`config.mk`:
```
export PLATFORM = sky130hd
export DESIGN_NAME = divider_seq
export DESIGN_NICKNAME = d
export VERILOG_FILES = /design/src/rtl/divider_seq_pkg.sv /design/src/rtl/divider_seq_step.sv /design/src/rtl/divider_seq.sv
export SDC_FILE = /design/constraint.sdc
export NUM_CORES = 1
export LEC_CHECK = 0
export CAP_MARGIN = 10
export CORE_ASPECT_RATIO = 0.9
export CORE_UTILIZATION = 57
export CTS_BUF_LIST = sky130_fd_sc_hd__clkbuf_8 sky130_fd_sc_hd__clkbuf_16
export DETAILED_ROUTE_END_ITERATION = 16
export PLACE_DENSITY = 0.82
export SLEW_MARGIN = 40
export SYNTH_ARGS = -nofsm -noshare
export SYNTH_HDL_FRONTEND = slang
export SYNTH_SLANG_ARGS = --single-unit
```
`constraint.sdc`:
```
create_clock -name i_clk -period 3.3 [get_ports i_clk]
set_clock_uncertainty 0.1 [all_clocks]
set_input_delay 0.825 -clock i_clk [delete_from_list [all_inputs] [get_ports i_clk]]
set_output_delay 0.825 -clock i_clk [all_outputs]
set_load 0.05 [all_outputs]
```
`src/rtl/divider_seq_pkg.sv`:
```
// Shared definitions for the sequential divider: FSM state encoding
// and the helper that derives the number of CALC cycles.
package dividerPkg;

    localparam int STATE_W = 2;

    typedef enum logic [STATE_W-1:0] {
        S_IDLE = 2'd0,
        S_CALC = 2'd1,
        S_FIX  = 2'd2,
        S_DONE = 2'd3
    } state_e;

    // Number of CALC cycles needed to retire all quotient bits.
    function automatic int calc_steps(input int width, input int bpc);
        return width / bpc;
    endfunction

endpackage

```
`src/rtl/divider_seq_step.sv`:
```
// One radix-2 restoring division step (purely combinational).
// Ports: rem_i/quo_i/div_i in, rem_o/quo_o out.
//   rem_i : partial remainder (always < divisor)
//   quo_i : dividend bits still to shift in (MSB first); quotient bits
//           accumulate at the LSB end as the dividend shifts out
//   div_i : divisor magnitude
module divider_step #(
    parameter int WIDTH = 8
) (
    input  logic [WIDTH-1:0] rem_i,
    input  logic [WIDTH-1:0] quo_i,
    input  logic [WIDTH-1:0] div_i,
    output logic [WIDTH-1:0] rem_o,
    output logic [WIDTH-1:0] quo_o
);

    logic [WIDTH:0] shifted;
    logic [WIDTH:0] trial;
    logic           neg;

    assign shifted = {rem_i, quo_i[WIDTH-1]};
    assign trial   = shifted - {1'b0, div_i};

    // Because rem_i < div_i, the shifted value is below 2*div_i, so the
    // extra bit of the trial difference is a reliable sign bit.
    assign neg   = trial[WIDTH];
    assign rem_o = neg ? shifted[WIDTH-1:0] : trial[WIDTH-1:0];
    assign quo_o = {quo_i[WIDTH-2:0], ~neg};

endmodule

```
`src/rtl/divider_seq.sv`:
```
// Sequential restoring divider, signed or unsigned, BITS_PER_CYCLE
// quotient bits per cycle, valid/ready on both request and result.
// Ports: i_clk, i_rst (async, active-high), i_cg (clock-gate enable);
//   request  : i_valid/o_ready, i_signed, i_dividend, i_divisor
//   response : o_valid/i_ready, o_quotient, o_remainder,
//              o_divZero, o_overflow
module divider_seq
    import dividerPkg::*;
#(
    parameter int WIDTH          = 8,
    parameter int BITS_PER_CYCLE = 1
) (
    input  logic             i_clk,
    input  logic             i_rst,
    input  logic             i_cg,
    input  logic             i_valid,
    output logic             o_ready,
    input  logic             i_signed,
    input  logic [WIDTH-1:0] i_dividend,
    input  logic [WIDTH-1:0] i_divisor,
    output logic             o_valid,
    input  logic             i_ready,
    output logic [WIDTH-1:0] o_quotient,
    output logic [WIDTH-1:0] o_remainder,
    output logic             o_divZero,
    output logic             o_overflow
);

    localparam int N  = calc_steps(WIDTH, BITS_PER_CYCLE);
    localparam int CW = $clog2(N) + 1;
    localparam logic [CW-1:0]    LAST    = CW'(N);
    localparam logic [WIDTH-1:0] MOST_NEG = {1'b1, {(WIDTH-1){1'b0}}};

    if ((WIDTH < 4) || ((WIDTH % 2) != 0)) begin : g_bad_width
        $error("divider_seq: WIDTH must be even and >= 4");
    end
    if (!((BITS_PER_CYCLE == 1) || (BITS_PER_CYCLE == 2) ||
          (BITS_PER_CYCLE == 4)) || ((WIDTH % BITS_PER_CYCLE) != 0))
    begin : g_bad_bpc
        $error("divider_seq: BITS_PER_CYCLE must be 1, 2 or 4 and divide WIDTH");
    end

    state_e           state_q, state_d;
    logic [CW-1:0]    cnt_q, cnt_d;
    logic [WIDTH-1:0] rem_q, rem_d;
    logic [WIDTH-1:0] quo_q, quo_d;
    logic [WIDTH-1:0] dvs_q, dvs_d;
    logic [WIDTH-1:0] dvd_q, dvd_d;
    logic             negq_q, negq_d;
    logic             negr_q, negr_d;
    logic             zero_q, zero_d;
    logic             ovf_q, ovf_d;
    logic [WIDTH-1:0] resq_q, resq_d;
    logic [WIDTH-1:0] resr_q, resr_d;
    logic             rdz_q, rdz_d;
    logic             rov_q, rov_d;

    // Chained single-bit steps; one CALC cycle walks the whole chain.
    logic [WIDTH-1:0] rem_c [BITS_PER_CYCLE+1];
    logic [WIDTH-1:0] quo_c [BITS_PER_CYCLE+1];

    assign rem_c[0] = rem_q;
    assign quo_c[0] = quo_q;

    for (genvar g = 0; g < BITS_PER_CYCLE; g++) begin : g_step
        divider_step #(.WIDTH(WIDTH)) u_step (
            .rem_i (rem_c[g]),
            .quo_i (quo_c[g]),
            .div_i (dvs_q),
            .rem_o (rem_c[g+1]),
            .quo_o (quo_c[g+1])
        );
    end

    assign o_ready     = (state_q == S_IDLE) ||
                         ((state_q == S_DONE) && i_ready);
    assign o_valid     = (state_q == S_DONE);
    assign o_quotient  = resq_q;
    assign o_remainder = resr_q;
    assign o_divZero   = rdz_q;
    assign o_overflow  = rov_q;

    logic load;
    logic dvd_neg;
    logic dvs_neg;

    always_comb begin
        state_d = state_q;
        cnt_d   = cnt_q;
        rem_d   = rem_q;
        quo_d   = quo_q;
        dvs_d   = dvs_q;
        dvd_d   = dvd_q;
        negq_d  = negq_q;
        negr_d  = negr_q;
        zero_d  = zero_q;
        ovf_d   = ovf_q;
        resq_d  = resq_q;
        resr_d  = resr_q;
        rdz_d   = rdz_q;
        rov_d   = rov_q;
        load    = 1'b0;
        dvd_neg = i_signed & i_dividend[WIDTH-1];
        dvs_neg = i_signed & i_divisor[WIDTH-1];

        if (i_cg) begin
            unique case (state_q)
                S_IDLE: begin
                    load = i_valid;
                end
                S_CALC: begin
                    // Count reaches N one cycle after the last step, which
                    // gives the fixed accept-to-valid latency of N+2.
                    if (cnt_q == LAST) begin
                        state_d = S_FIX;
                    end else begin
                        rem_d = rem_c[BITS_PER_CYCLE];
                        quo_d = quo_c[BITS_PER_CYCLE];
                        cnt_d = cnt_q + 1'b1;
                    end
                end
                S_FIX: begin
                    state_d = S_DONE;
                    cnt_d   = '0;
                    if (zero_q) begin
                        resq_d = '1;
                        resr_d = dvd_q;
                        rdz_d  = 1'b1;
                        rov_d  = 1'b0;
                    end else if (ovf_q) begin
                        resq_d = dvd_q;
                        resr_d = '0;
                        rdz_d  = 1'b0;
                        rov_d  = 1'b1;
                    end else begin
                        resq_d = negq_q ? -quo_q : quo_q;
                        resr_d = negr_q ? -rem_q : rem_q;
                        rdz_d  = 1'b0;
                        rov_d  = 1'b0;
                    end
                end
                S_DONE: begin
                    if (i_ready) begin
                        if (i_valid) begin
                            load = 1'b1;
                        end else begin
                            state_d = S_IDLE;
                        end
                    end
                end
            endcase
        end

        if (load) begin
            state_d = S_CALC;
            cnt_d   = '0;
            rem_d   = '0;
            quo_d   = dvd_neg ? -i_dividend : i_dividend;
            dvs_d   = dvs_neg ? -i_divisor : i_divisor;
            dvd_d   = i_dividend;
            negq_d  = dvd_neg ^ dvs_neg;
            negr_d  = dvd_neg;
            zero_d  = (i_divisor == '0);
            ovf_d   = i_signed && (i_dividend == MOST_NEG) &&
                      (i_divisor == '1);
        end
    end

    always_ff @(posedge i_clk or posedge i_rst) begin
        if (i_rst) begin
            state_q <= S_IDLE;
            cnt_q   <= '0;
            rem_q   <= '0;
            quo_q   <= '0;
            dvs_q   <= '0;
            dvd_q   <= '0;
            negq_q  <= 1'b0;
            negr_q  <= 1'b0;
            zero_q  <= 1'b0;
            ovf_q   <= 1'b0;
            resq_q  <= '0;
            resr_q  <= '0;
            rdz_q   <= 1'b0;
            rov_q   <= 1'b0;
        end else begin
            state_q <= state_d;
            cnt_q   <= cnt_d;
            rem_q   <= rem_d;
            quo_q   <= quo_d;
            dvs_q   <= dvs_d;
            dvd_q   <= dvd_d;
            negq_q  <= negq_d;
            negr_q  <= negr_d;
            zero_q  <= zero_d;
            ovf_q   <= ovf_d;
            resq_q  <= resq_d;
            resr_q  <= resr_d;
            rdz_q   <= rdz_d;
            rov_q   <= rov_d;
        end
    end

endmodule

```
# --- Word level (Yosys, flattened, before mapping) ---
# Index checks and enable logic that the tools add are counted.
totals:
  regBits: 60
  word_cells: 83
  out_inout_bits: 20
  in_bits: 22
classes:
  n_reduce_logical: 14
  n_eq_ne: 11
  n_bitwise: 4
  add_sub_neg: 6
  muxes: 34
ops:
  columns: ["cell", "n"]
  rows:
  - ["two-way mux 8 bit", 17]
  - ["negation 8 bit", 4]
  - ["equality test 8 bit, second input constant", 2]
  - ["two-way mux 4 bit", 3]
  - ["two-way mux 2 bit", 5]
  - ["subtractor 9 x 8 -> 9 bit", 1]
  - ["logical NOT 8 bit", 1]
  - ["case mux 4 bit (2 select lines)", 1]
  - ["two-way mux 1 bit", 6]
  - ["!= test 3 bit, second input constant", 2]
  - ["case mux 2 bit (3 select lines)", 1]
  - ["AND reduction 3 bit", 2]
  - ["AND reduction 5 bit", 1]
  - ["adder 4 x 1 -> 4 bit, second input constant", 1]
  - ["equality test 2 bit, second input constant", 2]
  - ["equality test 4 bit, second input constant", 1]
  - ["nonzero test 2 bit", 2]
  - ["nonzero test 4 bit", 1]
  - ["logical AND 1 bit", 3]
  - ["!= test 3 x 1 -> 1 bit, second input constant", 1]
  - ["!= test 3 x 2 -> 1 bit, second input constant", 1]
  - ["nonzero test 3 bit", 1]
  - ["AND 1 bit", 2]
  - ["equality test 2 x 1 -> 1 bit, second input constant", 1]
  - ["other kinds (7)", 7]

# --- Logic depth before layout (Yosys ltp) ---
depth:
  ltp_word: 6
  ltp_mapped: 11
  mapped_depth_nobuf: 10

# --- By module ---
# Synthesis repeated with hierarchy kept, for this count alone.
unflattened:
  cells_unflattened: 429
  area_unflattened_um2: 3822.4
modules_own_cells:
  columns: ["module", "n_inst", "cells_per_inst", "seq_area_each_um2", "area_each_um2"]
  rows:
  - ["divider_seq", 1, 364, 1501.4, 3284.4]
  - ["divider_step", 1, 65, 0.0, 538.0]

# --- Least setup slack after synthesis ---
# Ideal clock, no wire load.
synth_path:
  path_kind: "register to register"
  startpoint: "reg quo_q[7]"
  endpoint: "reg rem_q[1]"
  path_buffers: 1
  period_less_slack_ns: 2.602
  slack_ns: 0.698
  t_arrival_ns: 2.408
  stages_incl_launch_ff: 12
  setup_time_ns: 0.094
  t_required_ns: 3.106
  cell_sequence: "dfrtp_1 -> inv_1 -> ha_1 -> inv_1 -> fa_1 -> a211oi_2 -> nor3_2 -> mux2i_1 -> a2111o_1 -> buf_6 -> mux2i_1 -> a211oi_1"
synth_between:
  elab_chain_cells: 6
synth_rtl:
  columns: ["item", "line_no", "rtl"]
  rows:
  - ["from (decl)", "divider_seq.sv:46", "logic [WIDTH-1:0] quo_q, quo_d;"]
  - ["from (signal assigned)", "divider_seq.sv:189", "quo_q <= quo_d;"]
  - ["subtractor 9 x 8 -> 9 bit", "divider_seq_step.sv:22", "assign trial = shifted - {1'b0, div_i};"]
  - ["two-way mux 8 bit", "divider_seq_step.sv:27", "assign rem_o = neg ? shifted[WIDTH-1:0] : trial[WIDTH-1:0];"]
  - ["two-way mux 8 bit", "divider_seq.sv:114", "if (cnt_q == LAST) begin"]
  - ["two-way mux 8 bit", "divider_seq.sv:107", "unique case (state_q)"]
  - ["two-way mux 8 bit", "divider_seq.sv:106", "if (i_cg) begin"]
  - ["two-way mux 8 bit", "divider_seq.sv:154", "if (load) begin"]
  - ["to (signal assigned)", "divider_seq.sv:188", "rem_q <= rem_d;"]
  - ["to (decl)", "divider_seq.sv:45", "logic [WIDTH-1:0] rem_q, rem_d;"]
# No other way between the ends. The select of a mux whose other input is x is not followed.
# A chain may end at the register's enable or synchronous reset.

# --- Worst setup path after layout ---
layout_path:
  startpoint: "reg quo_q[7]"
  endpoint: "reg rem_q[5]"
# Same word-level chain as after synthesis.

==> impl_metrics.toml <==
[status]
status = "finished, final reports clean"

[clocking]
htreeDepth = 3
cts_buffers = 9
cts_resized = 0
cts_tree = "built"
cts-root-buf = "clkbuf_8"
post_cts_buffers = 0
hold_buffers = 0
cts_buffer_depth = 2
cts.sinks = 60
clk_pin_slew_ps = 70
clock_latency_ps = 360

[worst_hold_path]
hold_path_startpoint = "dvs_q[3]$_DFFE_PP0N_"
hp-class = "register to register"

[global_routing]
grt_remaining_overflow = 0
grt_pass1_vias = 3068
grt_pass1_wl_um = 14400
antenna_found_initial = 0
grt_max_degree = 49
grt_util_all_layers_pct = 27.5

[place]
place_area_mm2 = 0.00424
gp_congestion = 0.874
hpwl_um = 6060
io_buffers = 41

[sta]
rsz0062_at_grt = "no"
fin_setup_tns_ps = 0
slew_violations = 0
fin_crit_sh_pct = 88.7
fin_crit_ps = 2930
finalHoldViolCount = 0
max_freq_ghz = 0.342
setup_viol = 0
max_slew.worst_pin.slew_ps = 708
maxSlewHeadroom_pct = 52.8

[finish]
drive_gt1_share_pct = 6.46
num_antenna_cells = 0
post-route-util_pct = 71.0
num-nets-final = 519
final_area_mm2 = 0.00441
syn_to_final_growth_pct = 18.3

[critical_path]
startpoint_type = "register"
crit_fanout = 12
worstSetupEndpointType = "register"
crit_arrival_ps = 3080
path_class = "register to register"
crit_required_ps = 3450
reg2reg_from = "quo_q[7]$_DFFE_PP0P_"
critical_path.startpoint = "quo_q[7]$_DFFE_PP0P_"

[synth]
post-synth-top-area-cell = "dfrtp_1"
syn_avg_cell_area_um2 = 8.54
synth_common_cells = "73 x nand2_1, 60 x dfrtp_1, 42 x nor2_1"
synthCells = 437
synth-seq-cells = 60
synth_area_leaders = "dfrtp_1 40%, nand2_1 7.3%, ha_1 7.0%"
synthArstFlopShare_pct = 100
yosys.area.top_type_share_pct = 40.2
synth_top_flop_cell = "dfrtp_1"
yosys_warnings = 0
ys_seq_area_share_pct = 40.2
synth_cell_types = 46
syn_nets = 481
synth_edf_count = 0
syn_area_mm2 = 0.00373
yosysMostFrequentCell = "nand2_1"

[die]
fp.dieArea_mm2 = 0.00687
die_height_um = 78.8
die_w_um = 87.3
row_count = 27
num_io_pins = 42
start_util_pct = 60.0
core_area_mm2 = 0.00622

[route]
drt_iter0_markers = 253
remaining_drc_errors = 0
wl_per_cell_um = 14.9
postRouteAntennaNets = 0
vias = 3249
routed_wl_um = 8440
first_pass_iters = 7
via_per_inst = 5.73

[pwr]
power.density_mw_per_mm2 = 1050
leakage_uw = 0.00194
vdd_drop_max_mv = 0.480

[job]
cap_violations = 0
report_power, final:
part / internal (uW) / switching, uW
clock network: 275 / 320
logic: 1080 / 1550
registers: 1060 / 344
total: 2420 / 2220
worst paths after layout:
| kind | end | slack (ps) | depth (start not counted) |
|---|---|---|---|
| max | rem_q[5]$_DFFE_PP0P_ | 370 | 10 |
| min | dvs_q[3]$_DFFE_PP0N_ | 380 | 2 |
| max reg2reg | rem_q[5]$_DFFE_PP0P_ | 370 | 10 |
| min reg2reg | dvs_q[3]$_DFFE_PP0N_ | 380 | 2 |
| max in group asynchronous | negr_q$_DFFE_PP0N_ | 1820 | 3 |
| min in group asynchronous | o_remainder[5]$_DFFE_PP0P_ | 740 | 2 |
placed cells by master (no fill, tap or decap), types with 4 or more instances in the layout:
cell type / instances
nand2_1: 73
dfrtp_1: 60
nor2_1: 42
clkdlybuf4s50_1: 40
a21oi_1: 28
o21ai_0: 28
inv_1: 24
ha_1: 21
xnor2_1: 19
nor3_1: 15
mux2i_1: 15
nand3_1: 12
xor2_1: 9
clkbuf_8: 9
o31ai_1: 7
nand2b_1: 6
a211oi_1: 6
a31oi_1: 5
a221oi_1: 5
buf_4: 5
or3_1: 4
worst max-delay path: stages (launching register included):
cell and delay [ps]:
dfrtp_1 410, inv_1 110, ha_1 180, inv_1 50
fa_1 430, a211oi_2 270, nor3_2 80, mux2i_1 120
a2111o_1 610, mux2i_1 190, a211oi_1 270
sequential cells by signal (all words and copies together) (netlist names), 2 cells and up:
name	cells
dvd_q	8
dvs_q	8
o_quotient	8
o_remainder	8
quo_q	8
rem_q	8
cnt_q	4
state_q	2
area by class of cell:
type                            count  area (um2)
Timing Repair Buffer               47         478
Fill cell                         519        1800
Clock inverter                      7        52.6
Clock buffer                        9         124
Sequential cell                    60        1500
Multi-Input combinational cell    332        2050
Inverter                           25        95.1
Tap cell                           87         109
routing by layer:
metal | vias to the layer above | GRT usage (%) | wire (um)
met5 | - | 0 | 0
met3 | 18 | 7.90 | 628
met4 | 0 | 9.84 | 167
li1 | 1592 | - | -
met1 | 1516 | 36.1 | 3810
met2 | 123 | 43.4 | 3840
metrics by stage:
step                power, uW  hold slack (ps)  instances  worst slack, ps
global placement         3910              350        551              572
finish                   4630              380        567              374
floorplan                3340              350        437              698
detailed placement       4000              368        551              461
CTS                      4630              386        567              392
global route             5000              415        567              232
kinds of logic (layout without fill, tap and decap cells):
kind of cell | after synthesis | in the layout | share of synthesized area, %
AOI/OAI and AO/OA | 97 | 97 | 16.4
xor gates and xnor gates | 28 | 28 | 6.57
adders and majority gates | 22 | 22 | 7.58
buffers and inverters | 45 | 88 | 4.73
DFF | 60 | 60 | 40.2
muxes | 16 | 16 | 4.33
and+or+nand+nor | 169 | 169 | 20.2
(Power assumes the default switching activity.)
